`config.mk`:
```
export PLATFORM = sky130hd
export DESIGN_NAME = w5300_socket_n_tx
export DESIGN_NICKNAME = d
export VERILOG_FILES = /design/src/rtl/w5300_socket_n_tx.sv
export SDC_FILE = /design/constraint.sdc
export NUM_CORES = 1
export LEC_CHECK = 0
export ABC_AREA = 1
export CAP_MARGIN = 40
export CELL_PAD_IN_SITES_DETAIL_PLACEMENT = 0
export CELL_PAD_IN_SITES_GLOBAL_PLACEMENT = 1
export CORE_MARGIN = 10
export CORE_UTILIZATION = 38
export CTS_BUF_LIST = sky130_fd_sc_hd__clkbuf_8
export CTS_CLUSTER_DIAMETER = 30
export CTS_CLUSTER_SIZE = 8
export DETAILED_ROUTE_END_ITERATION = 10
export PLACE_DENSITY = 0.78
export SLEW_MARGIN = 30
export SYNTH_ARGS = -nofsm -noshare
export SYNTH_HDL_FRONTEND = slang
export SYNTH_SLANG_ARGS = --single-unit
```
`constraint.sdc`:
```
create_clock -name clk -period 2 [get_ports clk]
set_input_delay 0.2 -clock clk [delete_from_list [all_inputs] [get_ports clk]]
set_output_delay 0.2 -clock clk [all_outputs]
set_load 0.02 [all_outputs]
```
`src/rtl/w5300_socket_n_tx.sv`:
```
// Socket-N transmit engine: waits for TX free space, streams the frame from the TX buffer
// into Sn_TX_FIFOR, commits the length via Sn_TX_WRSR and issues SEND through the bus interface.
module w5300_socket_n_tx #(
    parameter int N                   = 0,
    parameter int ETH_TX_BUFFER_WIDTH = 16,
    parameter int FSR_POLL_MAX        = 1024
) (
    input  logic                           clk,
    input  logic                           rst_n,
    input  logic                           enable,
    input  logic [15:0]                    tx_len,
    output logic                           done,
    output logic                           error,
    output logic                           busy,
    output logic [10:0]                    addr,
    output logic [15:0]                    wr_data,
    input  logic [15:0]                    rd_data,
    input  logic                           op_state,
    output logic [ETH_TX_BUFFER_WIDTH-1:0] buffer_addr,
    input  logic [15:0]                    buffer_data
);
    localparam int              PW        = $clog2(FSR_POLL_MAX + 1);
    localparam logic [PW-1:0]   POLL_LAST = PW'(FSR_POLL_MAX - 1);
    localparam logic [9:0]      BASE      = 10'(32'h200 + N * 32'h40);
    localparam logic            OP_RD     = 1'b1;
    localparam logic            OP_WR     = 1'b0;
    localparam logic [9:0]      R_CR      = 10'h002;
    localparam logic [9:0]      R_WRSR_H  = 10'h020;
    localparam logic [9:0]      R_WRSR_L  = 10'h022;
    localparam logic [9:0]      R_FSR_H   = 10'h024;
    localparam logic [9:0]      R_FSR_L   = 10'h026;
    localparam logic [9:0]      R_FIFO    = 10'h02E;
    localparam logic [10:0]     ADDR_IDLE = {OP_RD, 10'h000};
    localparam logic [15:0]     CMD_SEND  = 16'h0020;

    typedef enum logic [3:0] {
        S_IDLE, S_FSRH, S_FSRL, S_CHECK, S_FETCH, S_FIFO,
        S_WRSRH, S_WRSRL, S_SEND, S_CMDWAIT, S_ERROR
    } state_t;

    function automatic logic [10:0] acc(input logic rd, input logic [9:0] off);
        acc = {rd, BASE + off};
    endfunction

    state_t                         state_q, state_d;
    logic                           en_q, en_d;
    logic [15:0]                    tx_len_q, tx_len_d;
    logic [16:0]                    words_q, words_d;
    logic [16:0]                    fsr_q, fsr_d;
    logic [PW-1:0]                  poll_q, poll_d;
    logic [16:0]                    word_idx_q, word_idx_d;
    logic [ETH_TX_BUFFER_WIDTH-1:0] buf_addr_q, buf_addr_d;
    logic [10:0]                    addr_q, addr_d;
    logic [15:0]                    wr_data_q, wr_data_d;
    logic                           done_q, done_d;
    logic                           error_q, error_d;
    logic                           busy_q, busy_d;
    logic                           start;

    assign start = enable & ~en_q;

    always_ff @(posedge clk or negedge rst_n) begin
        if (!rst_n) begin
            state_q    <= S_IDLE;
            en_q       <= 1'b0;
            tx_len_q   <= '0;
            words_q    <= '0;
            fsr_q      <= '0;
            poll_q     <= '0;
            word_idx_q <= '0;
            buf_addr_q <= '0;
            addr_q     <= ADDR_IDLE;
            wr_data_q  <= '0;
            done_q     <= 1'b0;
            error_q    <= 1'b0;
            busy_q     <= 1'b0;
        end else begin
            state_q    <= state_d;
            en_q       <= en_d;
            tx_len_q   <= tx_len_d;
            words_q    <= words_d;
            fsr_q      <= fsr_d;
            poll_q     <= poll_d;
            word_idx_q <= word_idx_d;
            buf_addr_q <= buf_addr_d;
            addr_q     <= addr_d;
            wr_data_q  <= wr_data_d;
            done_q     <= done_d;
            error_q    <= error_d;
            busy_q     <= busy_d;
        end
    end

    always_comb begin
        state_d    = state_q;
        en_d       = enable;
        tx_len_d   = tx_len_q;
        words_d    = words_q;
        fsr_d      = fsr_q;
        poll_d     = poll_q;
        word_idx_d = word_idx_q;
        buf_addr_d = buf_addr_q;
        addr_d     = addr_q;
        wr_data_d  = wr_data_q;
        done_d     = 1'b0;
        error_d    = error_q;
        busy_d     = busy_q;

        // Dropping enable abandons any access in flight; nothing is committed.
        if (state_q != S_IDLE && !enable) begin
            state_d = S_IDLE;
            busy_d  = 1'b0;
            addr_d  = ADDR_IDLE;
        end else begin
            case (state_q)
                S_IDLE: begin
                    if (start) begin
                        error_d    = 1'b0;
                        poll_d     = '0;
                        word_idx_d = '0;
                        buf_addr_d = '0;
                        tx_len_d   = tx_len;
                        words_d    = 17'(({1'b0, tx_len} + 17'd1) >> 1);
                        if (tx_len == 16'd0) begin
                            done_d = 1'b1;
                        end else begin
                            state_d = S_FSRH;
                            busy_d  = 1'b1;
                            addr_d  = acc(OP_RD, R_FSR_H);
                        end
                    end
                end
                S_FSRH: begin
                    if (op_state) begin
                        fsr_d[16] = rd_data[0];
                        state_d   = S_FSRL;
                        addr_d    = acc(OP_RD, R_FSR_L);
                    end
                end
                S_FSRL: begin
                    if (op_state) begin
                        fsr_d[15:0] = rd_data;
                        state_d     = S_CHECK;
                    end
                end
                S_CHECK: begin
                    if (fsr_q >= {1'b0, tx_len_q}) begin
                        state_d = S_FETCH;
                    end else if (poll_q == POLL_LAST) begin
                        poll_d  = poll_q + 1'b1;
                        state_d = S_ERROR;
                        error_d = 1'b1;
                        busy_d  = 1'b0;
                    end else begin
                        poll_d  = poll_q + 1'b1;
                        state_d = S_FSRH;
                        addr_d  = acc(OP_RD, R_FSR_H);
                    end
                end
                // buffer_addr already points at this word, so the RAM output is valid now;
                // advancing it here lets the next word prefetch while the FIFO write runs.
                S_FETCH: begin
                    wr_data_d  = buffer_data;
                    buf_addr_d = buf_addr_q + 1'b1;
                    addr_d     = acc(OP_WR, R_FIFO);
                    state_d    = S_FIFO;
                end
                S_FIFO: begin
                    if (op_state) begin
                        word_idx_d = word_idx_q + 17'd1;
                        if (word_idx_q + 17'd1 == words_q) begin
                            state_d   = S_WRSRH;
                            addr_d    = acc(OP_WR, R_WRSR_H);
                            wr_data_d = 16'h0000;
                        end else begin
                            state_d = S_FETCH;
                        end
                    end
                end
                S_WRSRH: begin
                    if (op_state) begin
                        state_d   = S_WRSRL;
                        addr_d    = acc(OP_WR, R_WRSR_L);
                        wr_data_d = tx_len_q;
                    end
                end
                S_WRSRL: begin
                    if (op_state) begin
                        state_d   = S_SEND;
                        addr_d    = acc(OP_WR, R_CR);
                        wr_data_d = CMD_SEND;
                    end
                end
                S_SEND: begin
                    if (op_state) begin
                        state_d = S_CMDWAIT;
                        addr_d  = acc(OP_RD, R_CR);
                    end
                end
                S_CMDWAIT: begin
                    if (op_state && rd_data[7:0] == 8'h00) begin
                        state_d = S_IDLE;
                        done_d  = 1'b1;
                        busy_d  = 1'b0;
                        addr_d  = ADDR_IDLE;
                    end
                end
                S_ERROR: begin
                    busy_d = 1'b0;
                end
                default: begin
                    state_d = S_IDLE;
                    busy_d  = 1'b0;
                    addr_d  = ADDR_IDLE;
                end
            endcase
        end
    end

    assign done        = done_q;
    assign error       = error_q;
    assign busy        = busy_q;
    assign addr        = addr_q;
    assign wr_data     = wr_data_q;
    assign buffer_addr = buf_addr_q;
endmodule

```
* Word level (Yosys, flattened, before mapping)
Index checks and enable logic that the tools add are counted.
Word-level totals: flip-flop bits (word level) 128, input bits 52, output and inout port bits 46, logic and storage cells 137
Operators by class: $add $sub $neg 4, magnitude comparators 1, equality and inequality tests 35, mux-type cells 56, bitwise logic cells 3, reduce and logical (&&, ||, !) cells 24
Operator list (count):
- 11-bit 2-to-1 mux | 14
- 11-bit case mux with 10 select lines | 1
- 16-bit 2-to-1 mux | 5
- 16-bit case mux with 4 select lines | 1
- 4-bit 2-to-1 mux | 12
- 4-bit case mux with 11 select lines | 1
- 3-bit inequality test (second input constant) | 13
- 17-bit 2-to-1 mux | 2
- 17-bit case mux with 2 select lines | 1
- 16-bit case mux with 2 select lines | 1
- 11-bit case mux with 2 select lines | 1
- 16-bit by 1-bit adder with 17-bit output (second input constant) | 1
- 17-bit by 1-bit adder with 17-bit output (second input constant) | 1
- 17-bit by 16-bit == test with 1-bit output | 1
- 17-bit by 16-bit greater-or-equal comparator with 1-bit output | 1
- 16-bit by 1-bit adder with 16-bit output (second input constant) | 1
- 4-bit by 3-bit == test with 1-bit output (second input constant) | 4
- 16-bit zero test | 1
- 2-bit inequality test (second input constant) | 8
- 1-bit 2-to-1 mux | 13
- 4-bit == test (second input constant) | 3
- 12-bit AND reduction | 1
- 3-bit AND reduction | 4
- 6-bit AND reduction | 2
- 21 further kinds | 30

* Logic depth before layout (Yosys ltp)
Gate-level depths: netlist of the first run.
depth in word-level cells 6, mapped depth 17, depth with buffers taken out 17

* Least setup slack after synthesis of the first run
No wires, ideal clock.
kind reg-to-reg, from register word_idx_q[0], to register wr_data_q[10] (netlist: wr_data[10]), library setup time 0.117 ns, data arrival time 1.882 ns, data required time 1.883 ns, path slack 0.001 ns, cell stages (with the launch flop) 15, buffers on the path 1, period minus slack after synthesis 1.999 ns, cells stage by stage dfrtp_1 > ha_1 > nand2_2 > nor2_4 > nand2_2 > nor2_2 > xor2_1 > nand3_1 > nor2_2 > nand3_2 > nand2_4 > nand2_4 > buf_6 > nand2_1 > nand2_1
On the way: longest elaborated chain between the ends 4
Ends and longest elaborated chain:
- from (decl) | line 51 | logic [16:0] word_idx_q, word_idx_d;
- from (signal assigned) | line 84 | word_idx_q <= word_idx_d;
- 17-bit by 1-bit adder with 17-bit output | line 171 | if (word_idx_q + 17'd1 == words_q) begin
- 17-bit by 16-bit == test with 1-bit output | line 171
- 2-bit inequality test (no line)
- 6-bit AND reduction (no line)
- to (signal assigned) | line 87 | wr_data_q <= wr_data_d;
- to (decl) | line 54 | logic [15:0] wr_data_q, wr_data_d;
No other way between the ends. A chain may end at the register's enable or synchronous reset.

* Worst setup path in the final report of the first run
from register fsr_q[12], to register poll_q[6]
On the way: longest elaborated chain between the ends 3
Ends and longest elaborated chain:
- from (decl) | line 49 | logic [16:0] fsr_q, fsr_d;
- from (signal assigned) | line 82 | fsr_q <= fsr_d;
- 17-bit by 16-bit greater-or-equal comparator with 1-bit output | line 147 | if (fsr_q >= {1'b0, tx_len_q}) begin
- 2-bit inequality test (no line)
- 4-bit AND reduction (no line)
- to (signal assigned) | line 83 | poll_q <= poll_d;
- to (decl) | line 50 | logic [PW-1:0] poll_q, poll_d;
No other way between the ends.

==> results of run 1 <==
-- Yosys cell counts (4+ instances only) --
master | count | area share
o31ai_1 | 4 | 0.0042
mux2_2 | 8 | 0.013
o21ai_0 | 88 | 0.062
nor2_1 | 60 | 0.032
inv_1 | 112 | 0.059
nand2_1 | 222 | 0.12
o22ai_1 | 11 | 0.0096
nand2_4 | 4 | 0.0063
nand2_2 | 8 | 0.0070
nor2_2 | 15 | 0.013
inv_2 | 7 | 0.0037
xnor2_1 | 4 | 0.0049
o221ai_1 | 6 | 0.0074
nand3_1 | 90 | 0.063
clkbuf_1 | 14 | 0.0074
nor4_1 | 6 | 0.0053
nor3_1 | 14 | 0.0098
nor2_4 | 4 | 0.0063
buf_2 | 5 | 0.0035
o21ai_1 | 4 | 0.0028
nand4_1 | 25 | 0.022
xor2_1 | 10 | 0.012
buf_4 | 7 | 0.0074
dfrtp_1 | 122 | 0.43
ha_1 | 21 | 0.037
a21oi_1 | 26 | 0.018
-- timing repair --
item	4_1_cts	5_1_grt
gates cloned	4	2
pin swaps	13	37
endpoints found under the setup margin	36	49
resized for setup	64	96
buffers inserted	10	13
endpoints found under the hold margin	23	0
hold buffers	1	0
-- registers in the layout, summed over array words and instances, names as in the netlist --
name / cells
wr_data: 16
error: 1
words_q: 16
state_q: 4
done: 1
word_idx_q: 17
busy: 1
tx_len_q: 16
poll_q: 11
addr: 6
fsr_q: 17
en_q: 1
buffer_addr: 16
-- area by class of cell --
class | count | area [um2]
clock buffer | 20 | 275
inverter | 119 | 449
timing repair buffer | 267 | 2400
tap | 234 | 293
clock inverter | 10 | 76.3
fill | 1709 | 7940
multi-input combinational | 665 | 4060
sequential | 123 | 3080
-- layer usage --
layer,wire length [um],share of wire,vias up,GRT usage
li1,-,-,3609,-
met1,11000,0.47,3410,0.250
met2,10900,0.47,168,0.298
met3,988,0.043,27,0.0377
met4,405,0.017,0,0.0641
met5,0,0,-,0
-- worst max path at each step --
stage,from,endpoint,slack (ns),cells after the start
6_report,fsr_q[12]$_DFFE_PN0P_,poll_q[6]$_DFFE_PN0P_,-0.25,11
4_1_cts,word_idx_q[1]$_DFFE_PN0P_,wr_data[8]$_DFFE_PN0P_,-0.18,13
5_1_grt,tx_len_q[1]$_DFFE_PN0P_,poll_q[5]$_DFFE_PN0P_,-0.38,16
3_5_place_dp,tx_len[0],state_q[3]$_DFFE_PN0P_,-0.27,13
2_1_floorplan,word_idx_q[0]$_DFFE_PN0P_,wr_data[10]$_DFFE_PN0P_,0.0007,14
3_3_place_gp,tx_len[0],state_q[3]$_DFFE_PN0P_,-0.31,13
-- per-stage QoR --
step / instance area [um2] / std cells / setup TNS (ns)
3_5_place_dp: 9390 / 1380 / -8.81
2_1_floorplan: 7160 / 934 / 0
3_3_place_gp: 9390 / 1380 / -8.04
4_1_cts: 10200 / 1424 / -5.00
5_1_grt: 10600 / 1438 / -11.32
6_report: 10600 / 1438 / -6.30
-- logic make-up (layout without fill, tap and decap cells) --
group	Yosys count	in the layout	share of synthesized area
XOR/XNOR	14	14	0.0172
buffers and inverters	149	416	0.0860
multiplexers	8	8	0.0126
AND/OR/NAND/NOR	460	463	0.296
other	1	5	0.000525
adder cells (fa/ha/maj)	21	21	0.0368
flip-flops	123	123	0.431
AO/OA/AOI/OAI	154	154	0.120
-- power groups by stage --
stage,Sequential [W],Combinational (W),Clock [W]
after floorplan,0.00387,0.00282,0
after global placement,0.00377,0.00533,0
after detailed placement,0.00378,0.00537,0
after CTS,0.00380,0.00591,0.00210
after global routing,0.00393,0.00728,0.00222
final,0.00385,0.00661,0.00206
-- worst max-delay path, cell delays in order, from the launching register on --
cell	delay [ns]
dfrtp_1	0.43
ha_4	0.28
a21oi_2	0.15
nand2_2	0.08
a21oi_2	0.13
nand4_1	0.21
or2_4	0.34
a21oi_4	0.17
buf_12	0.15
buf_12	0.12
nand3_1	0.06
o21ai_1	0.07
==> results_dict.tcl, run 1 <==
set metrics [dict create \
    status "finished, violations left" \
    violations "negative setup slack" \
    cts_num_sinks 123 \
    ys.flop_type "dfrtp_1" \
    cap_violations 0 \
    rrSetupSlack_ns -0.25 \
    finalCritPeriodShare 1.12 \
    timing.final.ws_setup_ns -0.249 \
    die_y_um 157 \
    report.final.slew_viol_count 0 \
    crit_type "register to register" \
    ir_drop_mv 0.613 \
    period_needed_ns 2.25 \
    io_buffers 92 \
    finalHoldViolCount 0 \
    required_ns 2.38 \
    rsz0062_at_grt "yes" \
    avgSynthCellArea_um2 7.68 \
    clock.fmax_mhz 445 \
    maxSlewHeadroom 0.568 \
    p_seq_frac 0.308 \
    power_w 0.0125 \
    ctsLongestPathBuffers 2 \
    core_area_um2 18600 \
    wl_per_cell_um 16.1 \
    track_usage 0.188 \
    critPathArrivalTime_ns 2.62 \
    vias_per_cell 5.02 \
    htree_num_levels 4 \
    cts-root-buf "clkbuf_8" \
    nets 1266 \
    power_frac_clock 0.165 \
    num_vias 7214 \
    die-area_um2 24700 \
    drc 0 \
    internal_power_w 0.00740 \
    die_w_um 157 \
    pin_count 98 \
    synth_edf_count 0 \
    sw_frac_of_total 0.409 \
    power.density_nw_per_um2 1180 \
    n_antenna_cell 0 \
    switchingPower_w 0.00512 \
    final_common_cell "nand2_1" \
    clk_pin_slew_ns 0.07 \
    cts_tree "done" \
    yosysWarningCount 0 \
    r2r-end "poll_q[6]$_DFFE_PN0P_" \
    rr_startpoint "fsr_q[12]$_DFFE_PN0P_" \
    whs_ns 0.230 \
    syn_area_um2 7150 \
    fp-row-count 50 \
    grt_max_degree 44 \
    tightest_slew_ns 0.648 \
    grt_pass1_wl_mm 36.4 \
    gp_congestion 0.912 \
    drtIter0Drc 400 \
    p_leak_nw 4.88 \
    syn_to_final_growth_pct 48.8 \
    start_util 0.385 \
    r2r_cells 11 \
    synthCells 930 \
    endpoint_kind "register" \
    wirelength_mm 23.2 \
    antenna_found_initial 0 \
    final_cell_mix "183 x nand2_1, 158 x buf_4, 118 x dfrtp_1" \
    async_reset_ff_frac 1.00 \
    layout-drive-gt1-share 0.304 \
    ys_ff_latch 123 \
    ant_nets 0 \
    crit_fanout 6 \
    cts_buffers 17 \
    critPathLaunchType "register" \
    grt-ovfl-total 0 \
    postLayoutCoreUtil 0.572 \
    grt_pass1_vias 6987 \
    setup_viol 35 \
    hpwl_mm 17.4 \
    synth_cell_types 48 \
    hold_class "input port to async pin" \
    clk_latency_ns 0.45 \
    synth_seq_area_share 0.431 \
    combPwrFrac 0.528 \
    drt_first_pass_iters 4 \
    skew_ns 0.0117 \
    pre_cts_ws_ns -0.269 \
]
Note: power is estimated with default switching activity, not from simulation.
==> run 2: changes to the inputs <==
TNS_END_PERCENT = 20   (was unset)
==> run 2 against run 1 <==
Against the previous run: sequential power about the same; hold slack gained 0.0027 ns; power fell by 5.9%; flip-flop and latch count is the same; routed wire length is 2.7% lower; the run still ends with negative setup slack left; clock power hardly changed; clock-buffer cell count unchanged; critical path type unchanged; global-route usage fell by 0.18 points; clock skew down 0.0038 ns; via count down 1.9%.
==> results_dict.tcl, run 2 (synthesis gave the netlist of run 1 again) <==
set metrics [dict create \
    status "finished, violations left" \
    violations "negative setup slack" \
    endpoint_kind "register" \
    finalCritPeriodShare 1.09 \
    gp_congestion 0.912 \
    core_area_um2 18600 \
    grt_pass1_wl_mm 36.1 \
    timing.final.ws_setup_ns -0.185 \
    grt_pass1_vias 6937 \
    htree_num_levels 4 \
    final_area_um2 10200 \
    cp_slowest_stage_delay_ns 0.49 \
    reg_top3 "fsr_q (17), word_idx_q (17)" \
    period_needed_ns 2.19 \
    antenna_found_initial 0 \
    critPathLaunchType "register" \
    hold_class "input port to async pin" \
    hpwl_mm 17.4 \
    power.density_nw_per_um2 1150 \
    report.final.slew_viol_count 0 \
    path_common_cell "nand2_1" \
    ant_nets 0 \
    critPathArrivalTime_ns 2.52 \
    rsz0062_at_grt "yes" \
    pin_count 98 \
    die_y_um 157 \
    tightest_slew_ns 0.547 \
    crit_fanout 8 \
    grt_max_degree 44 \
    grt-ovfl-total 0 \
    layout-drive-gt1-share 0.259 \
    rrSetupSlack_ns -0.19 \
    cts_num_sinks 123 \
    setup_viol 36 \
    final_common_cell "nand2_1" \
    slowest_stage "dfrtp_1" \
    drt_first_pass_iters 7 \
    clk_pin_slew_ns 0.07 \
    required_ns 2.34 \
    wirelength_mm 22.6 \
    ir_drop_mv 0.596 \
    start_util 0.385 \
    fp-row-count 50 \
    die_w_um 157 \
    critPathTopFamily "simple AND/OR/NAND/NOR gates" \
    wl_per_cell_um 15.9 \
    cts_tree "done" \
    io_buffers 92 \
    crit_type "register to register" \
    final_cells 1421 \
    clock.fmax_mhz 458 \
    skew_ns 0.00787 \
    track_usage 0.186 \
    drtIter0Drc 400 \
    final_cell_mix "206 x nand2_1, 146 x buf_4, 118 x dfrtp_1" \
    die-area_um2 24700 \
    n_antenna_cell 0 \
    finalHoldViolCount 0 \
    maxSlewHeadroom 0.635 \
    cts_buffers 17 \
    nets 1249 \
    clk_latency_ns 0.44 \
    num_vias 7077 \
    p_leak_nw 4.69 \
    cap_violations 0 \
    drc 0 \
    cts-root-buf "clkbuf_8" \
    worstPathCellList "nand2_1, nor2_4, buf_6, nand2_1, nand3_1, nand4_1, nor2_1, nand2_1, nor2_4, nand3_4, nand2_8, nand2_4, nand2_1, nand2_1" \
    power_w 0.0118 \
    critPathBufInv 1 \
    syn_to_final_growth_pct 43.1 \
    vias_per_cell 4.98 \
    numPlacedInstances 1380 \
    ctsLongestPathBuffers 2 \
    placed_area_um2 9390 \
]
-- run 2: cell count changes in the layout (fill, tap and decap cells not counted), moves of 7 or more --
cell / before / now
nand2_1: 183 / 206
o21ai_0: 74 / 86
o21ai_1: 12 / 4
nand2_2: 39 / 21
buf_4: 158 / 146
nand3_1: 73 / 80
-- run 2: final timing paths --
path	start	to	cells after the start
max reg2reg	word_idx_q[2]$_DFFE_PN0P_	wr_data[12]$_DFFE_PN0P_	14
max	word_idx_q[2]$_DFFE_PN0P_	wr_data[12]$_DFFE_PN0P_	14
max in group asynchronous	rst_n	state_q[3]$_DFFE_PN0P_	3
min reg2reg	wr_data[1]$_DFFE_PN0P_	wr_data[1]$_DFFE_PN0P_	2
min in group clk	rd_data[1]	fsr_q[1]$_DFFE_PN0P_	3
min	rst_n	words_q[3]$_DFFE_PN0P_	2
-- run 2: stage by stage --
stage / hold slack [ns] / TNS, ns / worst slack [ns] / utilization
detailed placement: 0.164 / -8.81 / -0.269 / 0.506
floorplan: -0.0956 / 0 / 0.000657 / -
finish: 0.233 / -4.99 / -0.185 / 0.551
CTS: 0.216 / -4.67 / -0.178 / 0.542
global placement: 0.161 / -8.04 / -0.312 / 0.506
global route: 0.243 / -11.12 / -0.336 / 0.551
-- run 2: routing by layer --
metal | vias to the layer above | track usage | share of wire | wire [um]
met4 | 0 | 0.0686 | 0.022 | 495
met2 | 178 | 0.291 | 0.46 | 10300
met3 | 29 | 0.0379 | 0.047 | 1060
li1 | 3562 | - | - | -
met5 | - | 0 | 0 | 0
met1 | 3308 | 0.249 | 0.47 | 10700
-- run 2: cell type report --
type / count / area, um2
repair buffers: 250 / 2200
well taps: 234 / 293
fillers: 1767 / 8350
inverters: 119 / 447
clock buffers: 20 / 275
clock inverters: 10 / 76.3
multi-input cells: 665 / 3860
flip-flops and latches: 123 / 3080
-- run 2: power breakdown --
part	total (W)	leakage, nW	internal, W	switching (W)
combinational	0.00591	2.91	0.00270	0.00321
sequential	0.00382	1.59	0.00324	0.000584
clock	0.00205	0.191	0.00105	0.00100
total	0.0118	4.69	0.00698	0.00480
-- run 2: what timing repair did --
item | 4_1_cts | 5_1_grt
cloned | 2 | 1
resized for setup | 49 | 40
endpoints found under the hold margin | 23 | 0
buffers inserted | 7 | 0
endpoints found under the setup margin | 36 | 49
hold buffers | 1 | 0
pin swaps | 12 | 19
